**config.mk**
```make
export PLATFORM = sky130hd
export DESIGN_NAME = pipe_hazard_ctrl_flat
export DESIGN_NICKNAME = d
export VERILOG_FILES = /design/src/rtl/pipe_hazard_ctrl_if.sv /design/src/rtl/pipe_hazard_ctrl.sv /design/src/flat_wrapper.sv
export SDC_FILE = /design/constraint.sdc
export NUM_CORES = 1
export LEC_CHECK = 0
export ABC_AREA = 1
export BUFFER_PORTS_ARGS = -buffer_cell sky130_fd_sc_hd__buf_2
export CAP_MARGIN = 10
export CORE_UTILIZATION = 49
export CTS_CLUSTER_SIZE = 25
export DETAILED_ROUTE_END_ITERATION = 7
export PLACE_DENSITY_LB_ADDON = 0.2
export SLEW_MARGIN = 20
export SYNTH_ARGS = -nofsm -noshare
export SYNTH_HDL_FRONTEND = slang
export SYNTH_SLANG_ARGS = --single-unit
```
**constraint.sdc**
```tcl
create_clock -name clk -period 1.8 [get_ports clk]
set_input_delay 0.36 -clock clk [delete_from_list [all_inputs] [get_ports clk]]
set_output_delay 0.36 -clock clk [all_outputs]
set_load 0.05 [all_outputs]
```
**src/rtl/pipe_hazard_ctrl_if.sv**
```systemverilog
// Bundle of pipeline-side signals between the stage registers and pipe_hazard_ctrl.
//  master : pipeline side (drives stage fields, dmem handshake and cnt_clr; receives controls)
//  slave  : hazard controller (receives stage fields; drives stall/bubble/cc, status and counters)
interface pipe_hazard_ctrl_if #(
  parameter int unsigned ICODE_W = 4,
  parameter int unsigned REG_W   = 4,
  parameter int unsigned STAT_W  = 3,
  parameter int unsigned CNT_W   = 16
);
  // stage fields and handshake
  logic [ICODE_W-1:0] D_icode;
  logic [REG_W-1:0]   d_srcA;
  logic [REG_W-1:0]   d_srcB;
  logic [ICODE_W-1:0] E_icode;
  logic [REG_W-1:0]   E_dstM;
  logic               e_cnd;
  logic [ICODE_W-1:0] M_icode;
  logic [STAT_W-1:0]  m_stat;
  logic [STAT_W-1:0]  W_stat;
  logic               dmem_req;
  logic               dmem_ready;
  logic               cnt_clr;

  // pipeline controls
  logic F_stall, D_stall, E_stall, M_stall, W_stall;
  logic D_bubble, E_bubble, M_bubble, W_bubble;
  logic set_cc;

  // status and counters
  logic             halted;
  logic             mem_timeout;
  logic [CNT_W-1:0] stall_cycles;
  logic [CNT_W-1:0] bubble_cycles;
  logic [CNT_W-1:0] mispredicts;

  modport master (
    output D_icode, d_srcA, d_srcB, E_icode, E_dstM, e_cnd, M_icode,
           m_stat, W_stat, dmem_req, dmem_ready, cnt_clr,
    input  F_stall, D_stall, E_stall, M_stall, W_stall,
           D_bubble, E_bubble, M_bubble, W_bubble, set_cc,
           halted, mem_timeout, stall_cycles, bubble_cycles, mispredicts
  );

  modport slave (
    input  D_icode, d_srcA, d_srcB, E_icode, E_dstM, e_cnd, M_icode,
           m_stat, W_stat, dmem_req, dmem_ready, cnt_clr,
    output F_stall, D_stall, E_stall, M_stall, W_stall,
           D_bubble, E_bubble, M_bubble, W_bubble, set_cc,
           halted, mem_timeout, stall_cycles, bubble_cycles, mispredicts
  );
endinterface

```
**src/rtl/pipe_hazard_ctrl.sv**
```systemverilog
// Y86 pipeline hazard control unit.
// Detects load/use, ret, mispredict and exception hazards and drives per-stage
// stall/bubble controls plus the CC write enable. A data-memory wait freezes
// F..M; a wait that runs too long or a write-back exception parks the unit in
// a sticky HALT state that only reset leaves. Saturating counters track stall,
// bubble and mispredict activity.
// Ports:
//  clk, rst : clock, asynchronous active-high reset
//  bus      : pipe_hazard_ctrl_if.slave (stage fields in; controls, status, counters out)
// Pipeline controls are combinational from the current inputs and state.
module pipe_hazard_ctrl #(
  parameter int unsigned       ICODE_W  = 4,
  parameter int unsigned       REG_W    = 4,
  parameter int unsigned       STAT_W   = 3,
  parameter logic [REG_W-1:0]  RNONE    = REG_W'(4'hF),
  parameter int unsigned       WAIT_MAX = 16,
  parameter int unsigned       CNT_W    = 16
) (
  input  logic              clk,
  input  logic              rst,
  pipe_hazard_ctrl_if.slave bus
);

  localparam int unsigned WCNT_W = (WAIT_MAX > 2) ? $clog2(WAIT_MAX) : 1;

  localparam logic [STAT_W-1:0]  S_HLT = STAT_W'(2);
  localparam logic [STAT_W-1:0]  S_ADR = STAT_W'(3);
  localparam logic [STAT_W-1:0]  S_INS = STAT_W'(4);

  localparam logic [ICODE_W-1:0] I_OPL    = ICODE_W'(6);
  localparam logic [ICODE_W-1:0] I_JXX    = ICODE_W'(7);
  localparam logic [ICODE_W-1:0] I_MRMOVL = ICODE_W'(5);
  localparam logic [ICODE_W-1:0] I_RET    = ICODE_W'(9);
  localparam logic [ICODE_W-1:0] I_POPL   = ICODE_W'(11);

  localparam logic [WCNT_W-1:0]  WCNT_LAST = WCNT_W'(WAIT_MAX - 1);
  localparam logic [CNT_W-1:0]   CNT_MAX   = '1;

  typedef enum logic [1:0] {
    ST_RUN     = 2'd0,
    ST_MEMWAIT = 2'd1,
    ST_HALT    = 2'd2
  } state_t;

  function automatic logic is_exc(input logic [STAT_W-1:0] s);
    return (s == S_HLT) || (s == S_ADR) || (s == S_INS);
  endfunction

  // Hazard predicates
  logic exc_m, exc_w, lu, ret, misp, wt;

  always_comb begin
    exc_m = is_exc(bus.m_stat);
    exc_w = is_exc(bus.W_stat);
    lu    = ((bus.E_icode == I_MRMOVL) || (bus.E_icode == I_POPL)) &&
            (bus.E_dstM != RNONE) &&
            ((bus.E_dstM == bus.d_srcA) || (bus.E_dstM == bus.d_srcB));
    ret   = (bus.D_icode == I_RET) || (bus.E_icode == I_RET) || (bus.M_icode == I_RET);
    misp  = (bus.E_icode == I_JXX) && !bus.e_cnd;
    wt    = bus.dmem_req && !bus.dmem_ready && !exc_m;
  end

  // FSM state register, wait counter and sticky timeout flag
  state_t            state, state_nxt;
  logic [WCNT_W-1:0] wcnt, wcnt_nxt;
  logic              timeout_set;
  logic              mem_timeout;

  always_ff @(posedge clk or posedge rst) begin
    if (rst) begin
      state       <= ST_RUN;
      wcnt        <= '0;
      mem_timeout <= 1'b0;
    end else begin
      state <= state_nxt;
      wcnt  <= wcnt_nxt;
      if (timeout_set) mem_timeout <= 1'b1;
    end
  end

  // Next-state logic; a write-back exception overrides any wait progress
  always_comb begin
    state_nxt   = state;
    wcnt_nxt    = wcnt;
    timeout_set = 1'b0;
    case (state)
      ST_RUN: begin
        if (wt) begin
          state_nxt = ST_MEMWAIT;
          wcnt_nxt  = WCNT_W'(1);
        end
      end
      ST_MEMWAIT: begin
        if (!wt) begin
          state_nxt = ST_RUN;
        end else if (wcnt == WCNT_LAST) begin
          state_nxt   = ST_HALT;
          timeout_set = 1'b1;
        end else begin
          wcnt_nxt = wcnt + WCNT_W'(1);
        end
      end
      ST_HALT: state_nxt = ST_HALT;
      default: state_nxt = ST_RUN;
    endcase
    if (exc_w) state_nxt = ST_HALT;
  end

  // Output logic: HALT > memory wait > normal hazard handling
  logic halt_c;
  logic f_stall, d_stall, e_stall, m_stall, w_stall;
  logic d_bubble, e_bubble, m_bubble, w_bubble, set_cc;

  always_comb begin
    halt_c   = (state == ST_HALT);
    f_stall  = 1'b0;
    d_stall  = 1'b0;
    e_stall  = 1'b0;
    m_stall  = 1'b0;
    w_stall  = 1'b0;
    d_bubble = 1'b0;
    e_bubble = 1'b0;
    m_bubble = 1'b0;
    w_bubble = 1'b0;
    set_cc   = 1'b0;
    if (halt_c) begin
      f_stall  = 1'b1;
      d_stall  = 1'b1;
      e_stall  = 1'b1;
      m_stall  = 1'b1;
      w_stall  = 1'b1;
      m_bubble = 1'b1;
    end else if (wt) begin
      f_stall  = 1'b1;
      d_stall  = 1'b1;
      e_stall  = 1'b1;
      m_stall  = 1'b1;
      w_bubble = 1'b1;
    end else begin
      f_stall  = lu || ret;
      d_stall  = lu;
      // a load/use stall on D takes precedence over the ret bubble
      d_bubble = misp || (!lu && ret);
      e_bubble = misp || lu;
      m_bubble = exc_m || exc_w;
      w_stall  = exc_w;
      set_cc   = (bus.E_icode == I_OPL) && !exc_m && !exc_w;
    end
  end

  assign bus.F_stall     = f_stall;
  assign bus.D_stall     = d_stall;
  assign bus.E_stall     = e_stall;
  assign bus.M_stall     = m_stall;
  assign bus.W_stall     = w_stall;
  assign bus.D_bubble    = d_bubble;
  assign bus.E_bubble    = e_bubble;
  assign bus.M_bubble    = m_bubble;
  assign bus.W_bubble    = w_bubble;
  assign bus.set_cc      = set_cc;
  assign bus.halted      = halt_c;
  assign bus.mem_timeout = mem_timeout;

  // Performance counters; a jump held by a wait is only counted once it moves on
  logic             stall_inc, bubble_inc, misp_inc;
  logic [CNT_W-1:0] stall_cnt, bubble_cnt, misp_cnt;

  always_comb begin
    stall_inc  = !halt_c && (wt || lu);
    bubble_inc = d_bubble || e_bubble;
    misp_inc   = !halt_c && !wt && misp;
  end

  always_ff @(posedge clk or posedge rst) begin
    if (rst) begin
      stall_cnt  <= '0;
      bubble_cnt <= '0;
      misp_cnt   <= '0;
    end else if (bus.cnt_clr) begin
      stall_cnt  <= '0;
      bubble_cnt <= '0;
      misp_cnt   <= '0;
    end else begin
      if (stall_inc  && (stall_cnt  != CNT_MAX)) stall_cnt  <= stall_cnt  + CNT_W'(1);
      if (bubble_inc && (bubble_cnt != CNT_MAX)) bubble_cnt <= bubble_cnt + CNT_W'(1);
      if (misp_inc   && (misp_cnt   != CNT_MAX)) misp_cnt   <= misp_cnt   + CNT_W'(1);
    end
  end

  assign bus.stall_cycles  = stall_cnt;
  assign bus.bubble_cycles = bubble_cnt;
  assign bus.mispredicts   = misp_cnt;

endmodule

```
**src/flat_wrapper.sv**
```systemverilog
// flat-port wrapper written by rule: the top's interface ports become plain ports
module pipe_hazard_ctrl_flat 
#(
  parameter int unsigned       ICODE_W  = 4,
  parameter int unsigned       REG_W    = 4,
  parameter int unsigned       STAT_W   = 3,
  parameter logic [REG_W-1:0]  RNONE    = REG_W'(4'hF),
  parameter int unsigned       WAIT_MAX = 16,
  parameter int unsigned       CNT_W    = 16
)
  (clk, rst, bus_D_icode, bus_d_srcA, bus_d_srcB, bus_E_icode, bus_E_dstM, bus_e_cnd, bus_M_icode, bus_m_stat, bus_W_stat, bus_dmem_req, bus_dmem_ready, bus_cnt_clr, bus_F_stall, bus_D_stall, bus_E_stall, bus_M_stall, bus_W_stall, bus_D_bubble, bus_E_bubble, bus_M_bubble, bus_W_bubble, bus_set_cc, bus_halted, bus_mem_timeout, bus_stall_cycles, bus_bubble_cycles, bus_mispredicts);
  pipe_hazard_ctrl_if #(.ICODE_W(ICODE_W), .REG_W(REG_W), .STAT_W(STAT_W), .CNT_W(CNT_W)) bus_i ();
  input  logic clk;
  input  logic rst;
  input wire logic [$bits(bus_i.D_icode)-1:0] bus_D_icode;
  input wire logic [$bits(bus_i.d_srcA)-1:0] bus_d_srcA;
  input wire logic [$bits(bus_i.d_srcB)-1:0] bus_d_srcB;
  input wire logic [$bits(bus_i.E_icode)-1:0] bus_E_icode;
  input wire logic [$bits(bus_i.E_dstM)-1:0] bus_E_dstM;
  input wire logic [$bits(bus_i.e_cnd)-1:0] bus_e_cnd;
  input wire logic [$bits(bus_i.M_icode)-1:0] bus_M_icode;
  input wire logic [$bits(bus_i.m_stat)-1:0] bus_m_stat;
  input wire logic [$bits(bus_i.W_stat)-1:0] bus_W_stat;
  input wire logic [$bits(bus_i.dmem_req)-1:0] bus_dmem_req;
  input wire logic [$bits(bus_i.dmem_ready)-1:0] bus_dmem_ready;
  input wire logic [$bits(bus_i.cnt_clr)-1:0] bus_cnt_clr;
  output wire logic [$bits(bus_i.F_stall)-1:0] bus_F_stall;
  output wire logic [$bits(bus_i.D_stall)-1:0] bus_D_stall;
  output wire logic [$bits(bus_i.E_stall)-1:0] bus_E_stall;
  output wire logic [$bits(bus_i.M_stall)-1:0] bus_M_stall;
  output wire logic [$bits(bus_i.W_stall)-1:0] bus_W_stall;
  output wire logic [$bits(bus_i.D_bubble)-1:0] bus_D_bubble;
  output wire logic [$bits(bus_i.E_bubble)-1:0] bus_E_bubble;
  output wire logic [$bits(bus_i.M_bubble)-1:0] bus_M_bubble;
  output wire logic [$bits(bus_i.W_bubble)-1:0] bus_W_bubble;
  output wire logic [$bits(bus_i.set_cc)-1:0] bus_set_cc;
  output wire logic [$bits(bus_i.halted)-1:0] bus_halted;
  output wire logic [$bits(bus_i.mem_timeout)-1:0] bus_mem_timeout;
  output wire logic [$bits(bus_i.stall_cycles)-1:0] bus_stall_cycles;
  output wire logic [$bits(bus_i.bubble_cycles)-1:0] bus_bubble_cycles;
  output wire logic [$bits(bus_i.mispredicts)-1:0] bus_mispredicts;
  assign bus_i.D_icode = bus_D_icode;
  assign bus_i.d_srcA = bus_d_srcA;
  assign bus_i.d_srcB = bus_d_srcB;
  assign bus_i.E_icode = bus_E_icode;
  assign bus_i.E_dstM = bus_E_dstM;
  assign bus_i.e_cnd = bus_e_cnd;
  assign bus_i.M_icode = bus_M_icode;
  assign bus_i.m_stat = bus_m_stat;
  assign bus_i.W_stat = bus_W_stat;
  assign bus_i.dmem_req = bus_dmem_req;
  assign bus_i.dmem_ready = bus_dmem_ready;
  assign bus_i.cnt_clr = bus_cnt_clr;
  assign bus_F_stall = bus_i.F_stall;
  assign bus_D_stall = bus_i.D_stall;
  assign bus_E_stall = bus_i.E_stall;
  assign bus_M_stall = bus_i.M_stall;
  assign bus_W_stall = bus_i.W_stall;
  assign bus_D_bubble = bus_i.D_bubble;
  assign bus_E_bubble = bus_i.E_bubble;
  assign bus_M_bubble = bus_i.M_bubble;
  assign bus_W_bubble = bus_i.W_bubble;
  assign bus_set_cc = bus_i.set_cc;
  assign bus_halted = bus_i.halted;
  assign bus_mem_timeout = bus_i.mem_timeout;
  assign bus_stall_cycles = bus_i.stall_cycles;
  assign bus_bubble_cycles = bus_i.bubble_cycles;
  assign bus_mispredicts = bus_i.mispredicts;
  pipe_hazard_ctrl #(.ICODE_W(ICODE_W), .REG_W(REG_W), .STAT_W(STAT_W), .RNONE(RNONE), .WAIT_MAX(WAIT_MAX), .CNT_W(CNT_W)) u_core (.clk(clk), .rst(rst), .bus(bus_i));
endmodule
```
After elaboration in Yosys (flattened, before gate mapping)

Index checks and enable logic that the tools add are counted.
Widths: inputs -> output; s select.

Output and inout port bits: 60
Bits of input ports: 36
Bits in registers: 55

Equal/unequal tests: 27
Mux-type cells: 35
Reductions and logical operators: 42
Add/subtract/negate cells: 4

Operators with widths:

| cell                  | number |
|---|---|
| $mux 16               | 6 |
| $add 16x1->16 const B | 3 |
| $ne 16x16->1 const B  | 3 |
| $eq 4x4->1 const B    | 5 |
| $mux 1                | 20 |
| $logic_and 1x1->1     | 14 |
| $logic_or 1x1->1      | 14 |
| $eq 3x2->1 const B    | 4 |
| $eq 4x3->1 const B    | 3 |
| $mux 4                | 3 |
| $eq 4x4->1            | 2 |
| $mux 2                | 4 |
| $pmux 4 s2            | 1 |
| $reduce_bool 2->1     | 4 |
| $logic_not 1->1       | 7 |
| $eq 3x3->1 const B    | 2 |
| $pmux 2 s3            | 1 |
| $add 4x1->4 const B   | 1 |
| $ne 2x1->1 const B    | 2 |
| $ne 4x3->1 const B    | 1 |
| $ne 4x4->1 const B    | 1 |
| $reduce_and 4->1      | 1 |
| $ne 3x1->1 const B    | 1 |
| $eq 2x1->1 const B    | 1 |
| other kinds (4)       | 4 |

Logic depth before layout (Yosys ltp)

Gate-level depths: netlist of run 1.

Word-level depth: 13
Mapped depth: 13
Mapped depth without buffers: 13

Worst setup path before layout of run 1

Ideal clock, no wire load.

Kind: reg2out
Start point: reg u_core.state[0]
End point: out bus_W_stall
Arrival: 1.841 ns
Cell stages (with the launch flop): 4
Data required time: 1.440 ns
Slack: -0.401 ns
Buffers on the path: 0
Cells stage by stage: dfrtp_1 nor2_4 nor2_1 nor2_1

Word-level cells in the longest chain between the ends: 2

RTL lines:

| element                  | RTL line                | RTL |
|---|---|---|
| start: declaration       | pipe_hazard_ctrl.sv:64  | `state_t state, state_nxt;` |
| start signal: assignment | pipe_hazard_ctrl.sv:75  | `state <= state_nxt;` |
| $eq 2x2->1               | pipe_hazard_ctrl.sv:115 | `halt_c = (state == ST_HALT);` |
| named net bus_halted     | flat_wrapper.sv:37      | `output wire logic [$bits(bus_i.halted)-1:0] bus_halted;` |
| $mux 1                   | pipe_hazard_ctrl.sv:126 | `if (halt_c) begin` |
| end: declaration         | flat_wrapper.sv:31      | `output wire logic [$bits(bus_i.W_stall)-1:0] bus_W_stall;` |

The timed path passes the listed nets, and every way through them passes these cells.

Worst setup path in the final report of run 1

Start point: reg u_core.state[1]
End point: out bus_D_bubble

Word-level cells in the longest chain between the ends: 2

RTL lines:

| element          | RTL line                | RTL |
|---|---|---|
| $eq 2x2->1       | pipe_hazard_ctrl.sv:115 |  |
| $mux 1           | pipe_hazard_ctrl.sv:126 |  |
| end: declaration | flat_wrapper.sv:32      | `output wire logic [$bits(bus_i.D_bubble)-1:0] bus_D_bubble;` |

Every way passes these cells.

==> results.sh, run 1 <==
export IMPL_cts_num_sinks=55
export IMPL_placedCellCount=742
export IMPL_p_leak_nw=2.63
export IMPL_rsz0062_at_grt="true"
export IMPL_cts_hold_buf=0
export IMPL_antenna_found_initial=0
export IMPL_portBuffers=95
export IMPL_crit_chain="inv_2 > nor2_4 > inv_2 > nand2_2 > inv_4 > nand3_4 > nand2_1 > buf_6"
export IMPL_antenna_left=0
export IMPL_arrival_ps=1400
export IMPL_vias_per_cell=5.15
export IMPL_gp_congestion=0.927
export IMPL_skew_ps=14.1
export IMPL_cp_max_fo=5
export IMPL_n_antenna_cell=0
export IMPL_min_path_type="in -> async"
export IMPL_synthToLayoutAreaGrowth_pct=27.3
export IMPL_synth_nets=576
export IMPL_htree_levels=2
export IMPL_routed_wl_um=9490
export IMPL_irDropWorstVdd_v=0.000323
export IMPL_ys_seq_area_share_pct=36.2
export IMPL_dr_pass1_iters=4
export IMPL_cap_violations=0
export IMPL_p_per_area_mw_per_mm2=599
export IMPL_slowest_delay_ps=410
export IMPL_status="finished, final reports clean"
export IMPL_core_mm2=0.00737
export IMPL_post_dp_hpwl_um=7190
export IMPL_rows=31
export IMPL_slowest_stage="dfrtp_1"
export IMPL_cts_root_buffer="clkbuf_8"
export IMPL_num_nets_final=700
export IMPL_ys_warnings_count=0
export IMPL_grt_max_degree=56
export IMPL_tightest_slew_ps=466
export IMPL_cts_buffer_depth=2
export IMPL_remaining_drc_errors=0
export IMPL_vias=3912
export IMPL_critical_path_startpoint_type="flop"
export IMPL_synth_area_mm2=0.00380
export IMPL_postSynthAreaPerCell_um2=7.10
export IMPL_grt_pass1_wl_um=15900
export IMPL_path_common_cell="inv_2"
export IMPL_die_h_um=90.1
export IMPL_grt_pass1_vias=3574
export IMPL_fin_cells=760
export IMPL_overflow=0
export IMPL_first_iter_violations=158
export IMPL_finalHoldViolations=0
export IMPL_clkLatencyLatePin_ps=310
export IMPL_initial_core_util_pct=51.6
export IMPL_die_area_mm2=0.00812
export IMPL_synth_cell_types=37
export IMPL_track_usage_pct=23.4
export IMPL_cts_clk_slew_worst_paths_ps=100
export IMPL_fmax_mhz=567
export IMPL_numCtsBuffers=5
export IMPL_setup_viol=0
export IMPL_path_class="reg -> out"
export IMPL_ios=96
export IMPL_layout_drive_gt1_share_pct=29.3
export IMPL_end_kind="primary output"
export IMPL_die_w_um=90.1
export IMPL_drv_slew=0
export IMPL_max_slew_margin_rel_pct=68.9
export IMPL_synth_seq_cells=55
export IMPL_period_share_pct=98.0
export IMPL_required_ps=1440
export IMPL_setup_tns_ps=0
export IMPL_cts_tree="done"
export IMPL_period_minus_slack_ps=1760
export IMPL_wl_per_cell_um=12.5
export IMPL_synth_cells=536
[metrics by stage]
stage | worst slack (ps) | area, um^2 | total power, mW | hold slack [ps] | utilization (%)
after CTS | 11.3 | 4700 | 2.85 | 103 | 63.8
after global routing | -30.8 | 4840 | 3.04 | 127 | 65.7
after floorplan | -226 | 3850 | 1.92 | 489 | -
after global placement | 58.2 | 4590 | 2.14 | 437 | 62.3
final | 36.8 | 4840 | 2.90 | 89.6 | 65.7
after detailed placement | 19.7 | 4590 | 2.15 | 435 | 62.3
[final cells by class]
type                       instances  area (um^2)
clock buffer                       6         72.6
fill                             679         2530
tap                               99          124
timing repair buffer             131          815
inverter                          68          263
sequential                        55         1390
multi-input combinational        399         2170
clock inverter                     2         12.5
[registers in the layout (all words and copies together) (netlist names)]
signal and flops:
u_core.bus.bubble_cycles 16, u_core.bus.mem_timeout 1, u_core.bus.mispredicts 16, u_core.bus.stall_cycles 16, u_core.state 2, u_core.wcnt 4
[power by group]
group / internal [mW] / switching [mW] / leakage, nW
Clock: 0.273 / 0.403 / 0.0412
Sequential: 1.27 / 0.0384 / 0.742
Combinational: 0.292 / 0.618 / 1.84
Total: 1.84 / 1.06 / 2.63
[Yosys cell counts (all sizes together)]
library cell	number	area, um^2
nand2	148	581
nor2	69	282
inv	68	255
nand3	56	308
dfrtp	55	1380
xor2	36	315
nand4	28	205
nor3	22	131
o21ai	19	95.1
buf	12	71.3
ha	4	50.1
a21oi	3	18.8
o31ai	3	22.5
xnor2	3	26.3
clkbuf	2	7.51
a21o	1	7.51
a221oi	1	8.76
a31oi	1	6.26
a32o	1	10.0
nand3b	1	7.51
nor3b	1	7.51
nor4	1	6.26
or2	1	6.26
[worst max-delay path, delay by kind of cell (launching register included)]
family	cells	cell delay, ps
buffers and inverters	4	390
flip-flops	1	410
AND/OR/NAND/NOR	4	320
[repair_timing]
action,4_1_cts,5_1_grt
gates resized for setup,7,21
buffers inserted,1,9
hold endpoints to repair,0,0
gates cloned,0,0
endpoints found under the setup margin,6,50
[cell usage in the layout, fill, tap and decap left out, drive strengths merged]
cell type | synthesis | layout
nand2 | 148 | 148
buf | 12 | 127
nor2 | 69 | 69
inv | 68 | 68
nand3 | 56 | 56
dfrtp | 55 | 55
xor2 | 36 | 36
nand4 | 28 | 28
nor3 | 22 | 22
o21ai | 19 | 19
clkbuf | 2 | 10
ha | 4 | 4
xnor2 | 3 | 3
o31ai | 3 | 3
a21oi | 3 | 3
a32o | 1 | 1
a31oi | 1 | 1
nand3b | 1 | 1
nor3b | 1 | 1
nor4 | 1 | 1
a21o | 1 | 1
a221oi | 1 | 1
or2 | 1 | 1
clkinvlp | 0 | 1
clkinv | 0 | 1
[cell families (layout without fill, tap and decap cells)]
group           Yosys count  in the layout  share of synthesized area, %
compound gates           29             29                          4.44
xor+xnor                 39             39                          8.98
fa+ha+maj                 4              4                          1.32
buf+inv                  82            207                          8.78
flops                    55             55                          36.2
simple gates            327            327                          40.3
[per-layer routing]
layer  track usage (%)  share of wire [%]
met1              30.9                 46
met2              40.3                 48
met4              7.12                1.5
met5                 0                  0
met3              2.71                4.6
[path summary, 6_finish.rpt]
check                                             from                           to  slack, ps  cells after the start
max in group asynchronous                          rst              u_core.state[0]       1430                      3
min reg2reg                     u_core.bus.mem_timeout       u_core.bus.mem_timeout        480                      1
min in group clk                         bus_W_stat[2]              u_core.state[0]        470                      5
min                                                rst    u_core.bus.mispredicts[9]         90                      3
max                                    u_core.state[1]                 bus_D_bubble         40                      8
max reg2reg                u_core.bus.bubble_cycles[1]  u_core.bus.bubble_cycles[5]        110                      9
Power figures use the tool's default switching activity.
==> run 2: changes to the inputs <==
Settings changed: ABC_AREA 1 to not set, CORE_UTILIZATION 49 to 47, REMOVE_ABC_BUFFERS set to 1.
==> results.sh, run 2 <==
export IMPL_remaining_drc_errors=4
export IMPL_numCtsBuffers=5
export IMPL_dpl_cell_area_mm2=0.00433
export IMPL_placedCellCount=581
export IMPL_required_ps=1440
export IMPL_grt_max_degree=56
export IMPL_status="finished with violations"
export IMPL_vias_per_cell=5.83
export IMPL_fmax_mhz=483
export IMPL_cp_max_fo=5
export IMPL_antenna_found_initial=0
export IMPL_synth_cell_types=50
export IMPL_core_mm2=0.00649
export IMPL_tightest_slew_ps=527
export IMPL_reg2reg_slack_ps=-250
export IMPL_r2r_end="u_core.bus.stall_cycles[8]"
export IMPL_synth_area_mm2=0.00323
export IMPL_antenna_left=0
export IMPL_drv_slew=0
export IMPL_fillers=420
export IMPL_cts_buffer_depth=2
export IMPL_portBuffers=95
export IMPL_postSynth_asyncResetShare_pct=100
export IMPL_die_w_um=85.0
export IMPL_synth_edf_count=0
export IMPL_rsz0062_at_grt="true"
export IMPL_place_ws_ps=-337
export IMPL_cts_tree="done"
export IMPL_synth_cells=348
export IMPL_rows=29
export IMPL_critical_path_startpoint_type="flop"
export IMPL_initial_core_util_pct=49.8
export IMPL_synthTopCellsByCount="dfrtp_1, nor2_1, a21oi_1"
export IMPL_fin_ws_ps=-269
export IMPL_period_share_pct=115
export IMPL_setup_tns_ps=-4770
export IMPL_die_area_mm2=0.00722
export IMPL_power_total_mw=2.33
export IMPL_synthToLayoutAreaGrowth_pct=58.0
export IMPL_synth_seq_cells=55
export IMPL_synth_top_area_share_pct=42.6
export IMPL_yosysMostFrequentCell="dfrtp_1"
export IMPL_clkLatencyLatePin_ps=320
export IMPL_wl_per_cell_um=16.7
export IMPL_cts_root_buffer="clkbuf_8"
export IMPL_max_slew_margin_rel_pct=64.8
export IMPL_die_h_um=85.0
export IMPL_grt_pass1_vias=3433
export IMPL_cts_hold_buf=0
export IMPL_violations="design-rule violations, negative setup slack"
export IMPL_finalHoldViolations=0
export IMPL_p_per_area_mw_per_mm2=455
export IMPL_synth_top_area_cell="dfrtp_1"
export IMPL_vias=3565
export IMPL_fin_cells=611
export IMPL_layout_drive_gt1_share_pct=48.3
export IMPL_worst_hold_slack_ps=74.1
export IMPL_cts_num_sinks=55
export IMPL_final_common_cell="buf_2"
export IMPL_ff2ff_path_depth=7
export IMPL_first_iter_violations=247
export IMPL_ys_flop_type="dfrtp_1"
export IMPL_routed_wl_um=10200
export IMPL_cap_violations=0
export IMPL_post_dp_hpwl_um=6260
export IMPL_grt_pass1_wl_um=16000
export IMPL_ys_top_cells_by_area="dfrtp_1, a21oi_1, nor2_1"
export IMPL_ys_seq_area_share_pct=42.6
export IMPL_cts_clk_slew_worst_paths_ps=110
export IMPL_arrival_ps=1710
export IMPL_dr_pass1_iters=7
export IMPL_min_path_type="in -> async"
export IMPL_layout_common_cells="buf_2, buf_4, dfrtp_1, nor2_1, a21oi_1"
export IMPL_gp_congestion=0.815
export IMPL_skew_ps=13.6
export IMPL_setup_viol=46
export IMPL_num_nets_final=573
export IMPL_n_antenna_cell=0
export IMPL_p_leak_nw=2.39
export IMPL_timing_rr_start="u_core.bus.stall_cycles[1]"
export IMPL_ys_warnings_count=0
export IMPL_cp_endpoint="bus_set_cc"
export IMPL_end_kind="primary output"
export IMPL_ios=96
export IMPL_htree_levels=2
export IMPL_irDropWorstVdd_v=0.000419
export IMPL_fin_util_pct=78.7
export IMPL_period_minus_slack_ps=2070
export IMPL_track_usage_pct=27.5
export IMPL_startpoint="u_core.state[1]"
export IMPL_path_class="reg -> out"
export IMPL_overflow=0
export IMPL_postSynthAreaPerCell_um2=9.29
export IMPL_final_area_mm2=0.00511
==> run 2: cell count changes in the layout (fill, tap and decap cells not counted), sizes merged, moves of 11 or more <==
cell | before | now
nand3 | 56 | 23
xor2 | 36 | 16
o31ai | 3 | 14
nand4 | 28 | 17
nand2 | 148 | 24
nor2 | 69 | 38
or4 | 0 | 16
a21oi | 3 | 30
nor3 | 22 | 5
buf | 127 | 187
inv | 68 | 9
==> run 2: how the worst min path moves through the flow <==
stage | endpoint | start | slack, ps | cells after the start
after CTS | u_core.bus.stall_cycles[4] | rst | 90 | 3
after detailed placement | u_core.bus.stall_cycles[11] | rst | 440 | 3
after global placement | u_core.bus.stall_cycles[11] | rst | 440 | 3
after global routing | u_core.bus.bubble_cycles[6] | rst | 90 | 3
after floorplan | u_core.bus.bubble_cycles[10] | bus_cnt_clr | 420 | 1
final | u_core.bus.bubble_cycles[12] | rst | 70 | 3
==> run 2: critical path, stage by stage (launching register included) <==
cell and delay, ps:
dfrtp_1 390, or2b_4 270, nand2_4 60, nor3_4 160
nor4b_4 300, buf_6 210
==> run 2: report_power, final <==
group | switching, mW | internal, mW | leakage, nW
combinational | 0.121 | 0.0972 | 1.58
clock | 0.451 | 0.420 | 0.0548
sequential | 0.00195 | 1.24 | 0.763
==> run 2: cell families after synthesis <==
group | Yosys count | synth area share, %
flops | 55 | 42.6
simple gates | 165 | 29.3
fa+ha+maj | 4 | 1.55
compound gates | 73 | 15.1
buf+inv | 20 | 2.90
xor+xnor | 26 | 7.04
mux | 5 | 1.55
==> run 2: area by class of cell <==
cell class | count | area [um^2] | area share (%)
multi-input combinational | 274 | 2070 | 40.4
timing repair buffer | 189 | 1420 | 27.9
sequential | 55 | 1380 | 26.9
tap | 77 | 96.3 | 1.88
clock buffer | 5 | 68.8 | 1.35
clock inverter | 3 | 46.3 | 0.906
inverter | 8 | 32.5 | 0.636
==> run 2: routing by layer <==
layer,GRT usage (%),share of wire [%],vias up
li1,-,-,1662
met4,7.70,1.6,0
met1,35.4,41,1749
met5,0,0,-
met2,47.7,52,138
met3,4.57,5.8,16
==> run 2: timing repair <==
action	4_1_cts	5_1_grt
setup endpoints to repair	35	58
cloned	3	0
pin swaps	41	24
gates resized for setup	74	40
setup buffers	12	8
